==> config.mk <==
export PLATFORM = sky130hd
export DESIGN_NAME = mem_port_arbiter
export DESIGN_NICKNAME = d
export VERILOG_FILES = /design/src/rtl/mem_port_arbiter.sv
export SDC_FILE = /design/constraint.sdc
export NUM_CORES = 1
export LEC_CHECK = 0
export BUFFER_PORTS_ARGS = -buffer_cell sky130_fd_sc_hd__buf_2
export CORE_ASPECT_RATIO = 1.5
export CORE_MARGIN = 4
export CORE_UTILIZATION = 44
export CTS_BUF_LIST = sky130_fd_sc_hd__clkbuf_4 sky130_fd_sc_hd__clkbuf_8
export DETAILED_ROUTE_END_ITERATION = 8
export GPL_TIMING_DRIVEN = 0
export PLACE_DENSITY = 0.79
export SLEW_MARGIN = 20
export SYNTH_ARGS = -nofsm -noshare
export SYNTH_HDL_FRONTEND = slang
export SYNTH_SLANG_ARGS = --single-unit
==> constraint.sdc <==
create_clock -name clk -period 2 [get_ports clk]
set_clock_uncertainty 0.2 [all_clocks]
set_input_delay 0.3 -clock clk [delete_from_list [all_inputs] [get_ports clk]]
set_output_delay 0.3 -clock clk [all_outputs]
set_load 0.1 [all_outputs]
==> src/rtl/mem_port_arbiter.sv <==
// mem_port_arbiter: shares one single-port memory between fetch and data requesters with stalls and timeout
module mem_port_arbiter #(
    parameter int AW = 32,
    parameter int DW = 32,
    parameter int STARVE_LIMIT = 4,
    parameter int TIMEOUT = 16
) (
    input  logic          clk,
    input  logic          rstn,
    input  logic          i_req,
    input  logic [AW-1:0] i_addr,
    output logic [DW-1:0] i_rdata,
    output logic          i_valid,
    output logic          i_stall,
    input  logic          d_req,
    input  logic          d_we,
    input  logic [3:0]    d_be,
    input  logic [AW-1:0] d_addr,
    input  logic [DW-1:0] d_wdata,
    output logic [DW-1:0] d_rdata,
    output logic          d_valid,
    output logic          d_stall,
    output logic          m_req,
    output logic          m_we,
    output logic [3:0]    m_be,
    output logic [AW-1:0] m_addr,
    output logic [DW-1:0] m_wdata,
    input  logic [DW-1:0] m_rdata,
    input  logic          m_ready,
    output logic          bus_err
);
    localparam int SW = $clog2(STARVE_LIMIT + 1);
    localparam int TW = $clog2(TIMEOUT + 1);
    typedef enum logic [1:0] {IDLE, IBUSY, DBUSY} state_t;
    state_t        state_q, state_d;
    logic [SW-1:0] starve_q, starve_d;
    logic [TW-1:0] tmo_q, tmo_d;
    logic          m_req_q, m_req_d, m_we_q, m_we_d, i_valid_q, i_valid_d, d_valid_q, d_valid_d;
    logic          bus_err_q, bus_err_d, i_blk_q, i_blk_d, d_blk_q, d_blk_d;
    logic [3:0]    m_be_q, m_be_d;
    logic [AW-1:0] m_addr_q, m_addr_d;
    logic [DW-1:0] m_wdata_q, m_wdata_d, i_rdata_q, i_rdata_d, d_rdata_q, d_rdata_d;
    logic          busy, done, tout, arb, i_el, d_el, g_i, g_d;
    always_comb begin
        busy      = state_q != IDLE;
        done      = busy & m_ready;
        tout      = busy & ~m_ready & (tmo_q == TW'(TIMEOUT - 1));
        arb       = ~busy | done;
        i_el      = arb & i_req & ~i_blk_q & (state_q != IBUSY);
        d_el      = arb & d_req & ~d_blk_q & (state_q != DBUSY);
        g_i       = i_el & (~d_el | (starve_q == SW'(STARVE_LIMIT)));
        g_d       = d_el & ~g_i;
        state_d   = g_i ? IBUSY : g_d ? DBUSY : (arb | tout) ? IDLE : state_q;
        m_req_d   = g_i | g_d | (m_req_q & ~arb & ~tout);
        m_we_d    = g_d ? d_we : g_i ? 1'b0 : m_we_q;
        m_be_d    = g_d ? d_be : g_i ? 4'hF : m_be_q;
        m_addr_d  = g_d ? d_addr : g_i ? i_addr : m_addr_q;
        m_wdata_d = g_d ? d_wdata : m_wdata_q;
        i_valid_d = done & (state_q == IBUSY);
        d_valid_d = done & (state_q == DBUSY);
        i_rdata_d = i_valid_d ? m_rdata : i_rdata_q;
        d_rdata_d = (d_valid_d & ~m_we_q) ? m_rdata : d_rdata_q;
        starve_d  = (~i_req | g_i) ? '0 : (g_d & (starve_q != SW'(STARVE_LIMIT))) ? starve_q + 1'b1 : starve_q;
        tmo_d     = (g_i | g_d) ? '0 : (busy & ~m_ready) ? tmo_q + 1'b1 : tmo_q;
        bus_err_d = bus_err_q | tout;
        i_blk_d   = i_req & (i_blk_q | (tout & (state_q == IBUSY)));
        d_blk_d   = d_req & (d_blk_q | (tout & (state_q == DBUSY)));
    end
    always_ff @(posedge clk or negedge rstn) begin
        if (!rstn) begin
            state_q   <= IDLE;
            starve_q  <= '0;
            tmo_q     <= '0;
            m_req_q   <= 1'b0;
            m_we_q    <= 1'b0;
            m_be_q    <= '0;
            m_addr_q  <= '0;
            m_wdata_q <= '0;
            i_valid_q <= 1'b0;
            d_valid_q <= 1'b0;
            i_rdata_q <= '0;
            d_rdata_q <= '0;
            bus_err_q <= 1'b0;
            i_blk_q   <= 1'b0;
            d_blk_q   <= 1'b0;
        end else begin
            state_q   <= state_d;
            starve_q  <= starve_d;
            tmo_q     <= tmo_d;
            m_req_q   <= m_req_d;
            m_we_q    <= m_we_d;
            m_be_q    <= m_be_d;
            m_addr_q  <= m_addr_d;
            m_wdata_q <= m_wdata_d;
            i_valid_q <= i_valid_d;
            d_valid_q <= d_valid_d;
            i_rdata_q <= i_rdata_d;
            d_rdata_q <= d_rdata_d;
            bus_err_q <= bus_err_d;
            i_blk_q   <= i_blk_d;
            d_blk_q   <= d_blk_d;
        end
    end
    assign m_req   = m_req_q;
    assign m_we    = m_we_q;
    assign m_be    = m_be_q;
    assign m_addr  = m_addr_q;
    assign m_wdata = m_wdata_q;
    assign i_valid = i_valid_q;
    assign d_valid = d_valid_q;
    assign i_rdata = i_rdata_q;
    assign d_rdata = d_rdata_q;
    assign bus_err = bus_err_q;
    assign i_stall = i_req & ~i_valid_q;
    assign d_stall = d_req & ~d_valid_q;
endmodule
==> flow_summary.toml <==
[logic_synthesis]
synthXorXnorAreaFrac = 0.004357
synth_compound_area_frac = 0.08755
synth_nets = 623
synth_area_sq_um = 6031
synthTopCellsByArea = "dfrtp_1 62%, mux2_2 11%, nand2_1 6.9%"
ys_seq_elements = 149
synthMuxAreaShare = 0.1226
synth_top_family_by_area = "simple AND/OR/NAND/NOR gates"
async_reset_ff_frac = 1.000
synth_ff_type = "dfrtp_1"
yosys.area_share.adder = 0.008299
synth_top_area_cell = "dfrtp_1"
ys_types = 44
syn_area_per_cell_sq_um = 12.54
synth_edf_count = 0
seq_area_frac_synth = 0.6183
yosys.area_share.simple = 0.1280
syn_inst = 481
synth_top_area_frac = 0.6183
ys_warn_count = 0

[route]
top_layer_used = "met4"
first_pass_iters = 5
ant_nets = 0
wl_met1_um = 8030
met3_length_um = 1591
wl_met2_um = 12580
drc = 0
wl_per_cell_um = 20.88
drt_wl_total_um = 23220
via_count = 5909
drtIter0Drc = 288
via_per_inst = 5.314

[worst_setup_path]
crit_top_cell = "buf_6"
path_cells = "buf_6 > or2_4 > a21o_4 > o21ai_4 > buf_6 > clkbuf_16 > mux2_4"
cp.buffers_inverters = 3
worstSetupStartpointType = "register"
cp_data_arrival_time_ps = 2260
crit_slowest_cell = "dfrtp_1"
r2r_slack_ps = -140
crit_fanout = 6
path_class = "reg2reg"
critPathCaptureType = "register"
required_ps = 2120
crit_family = "buffers and inverters"
cpPeakStageDelay_ps = 380

[clocking]
root_buffer = "clkbuf_8"
cts.sinks = 149
path_clk_slew_ps = 80
htree_num_levels = 4
insertion_delay_ps = 440
numCtsBuffers = 17
cts.path.max_buffers = 2
cts_tree = "built"

[placed_design]
dpl.hpwl_um = 12820
port_buffers = 275
place_ws_ps = -316.9
place_congestion = 0.7659
place_area_sq_um = 7666

[timing]
setup_viol = 56
rsz0062_at_grt = "true"
report.final.hold_viol_count = 0
max_slew_margin = 0.6511
slew_violations = 0
setup_ws_ps = -140.7
tightest_slew_ps = 526.9
period_minus_slack_ps = 2141
min_period_over_period = 1.070
fmax_mhz = 467.1

[layout]
final_cell_mix = "275 x buf_2, 147 x dfrtp_1, 126 x dlygate4sd3_1"
final_common_cell = "buf_2"
syn_to_final_growth_pct = 69.02
layout-drive-gt1-share = 0.5047
fill_cells = 793
fin_util = 0.7569
stdcell_area_sq_um = 10190
fin_nets = 1078

[global_route]
antenna_found_initial = 0
grt_pass1_wl_um = 33290
grt_max_degree = 85
grtUsageTotal = 0.2709
grt_pass1_vias = 6266
grt-ovfl-total = 0

[floorplanning]
fp.dieW_um = 103.6
ios = 277
initial_core_util = 0.4478
rows = 52
die_area_sq_um = 15680
core_sq_um = 13470
die_y_um = 151.4

[run_status]
failed_checks = "setup timing"
status = "complete, but fails checks"

[job]
maxCapViolCount = 0

[min_path]
hp-class = "in2reg"
## path summary, 6_finish.rpt
kind	startpoint	end	depth (start not counted)
setup / recovery	state_q[0]$_DFFE_PN0P_	m_wdata[21]$_DFFE_PN0N_	7
hold / removal	i_addr[26]	m_addr[26]$_DFFE_PN0P_	3
setup reg to reg	state_q[0]$_DFFE_PN0P_	m_wdata[21]$_DFFE_PN0N_	7
hold reg to reg	bus_err$_DFF_PN0_	bus_err$_DFF_PN0_	1
max in group asynchronous	rstn	i_rdata[11]$_DFFE_PN0P_	3
min in group asynchronous	rstn	m_be[3]$_DFFE_PN0P_	2
## sequential cells by signal, indices dropped and copies added (netlist names), 2 cells and up
signal    count
d_rdata      32
i_rdata      32
m_addr       32
m_be          4
m_wdata      32
starve_q      3
state_q       2
tmo_q         5
## kinds of logic after synthesis
| logic type | count (synthesis) |
|---|---|
| compound gates | 58 |
| flops | 149 |
| fa+ha+maj | 4 |
| simple gates | 169 |
| mux | 64 |
| xor+xnor | 3 |
| buf+inv | 34 |
## cells in the mapped netlist (7+ instances only)
master,n
mux2_2,58
clkbuf_1,14
and3_1,13
nand2_1,111
dfrtp_1,149
buf_2,8
nor2_1,7
or3_1,20
a221o_1,12
o221a_2,20
## worst register-to-register path: stages (launching register included)
cell and delay, ps:
dfrtp_1 380, buf_6 130, or2_4 260, a21o_4 230
o21ai_4 180, buf_6 180, clkbuf_16 170, mux2_4 300
## routing by layer
metal / up-vias / track usage
met5: - / 0
met4: 0 / 0.1124
met3: 94 / 0.07463
met2: 342 / 0.5072
met1: 2872 / 0.2880
li1: 2601 / -
## final cells by class
cell class	count	area [sq um]	area share
repair buffers	438	3104	0.3045
inverters	4	15.01	0.001473
clock buffers	20	262.8	0.02578
well taps	162	202.7	0.01988
flip-flops and latches	149	3731	0.3660
multi-input cells	298	2495	0.2448
diodes	1	2.502	0.0002455
plain buffers	28	282.8	0.02774
clock inverters	12	97.59	0.009574
## repair_timing
action,CTS,global route
endpoints found under the hold margin,202,1
pin swaps,3,6
gates resized for setup,67,85
endpoints found under the setup margin,106,132
hold buffers,125,1
gates cloned,2,6
setup buffers,17,13
## stage by stage
step | instances | setup TNS, ps | hold slack [ps]
after floorplan | 481 | 0 | -195.6
after global placement | 918 | -281160 | 235.7
after detailed placement | 919 | -16930 | 75.12
after CTS | 1094 | -4558 | 0.1517
after global routing | 1111 | -6596 | 5.967
final | 1112 | -4248 | 26.78
Power is not shown: default switching activity piles up to over one toggle a cycle in this logic, so the estimate is an artifact.
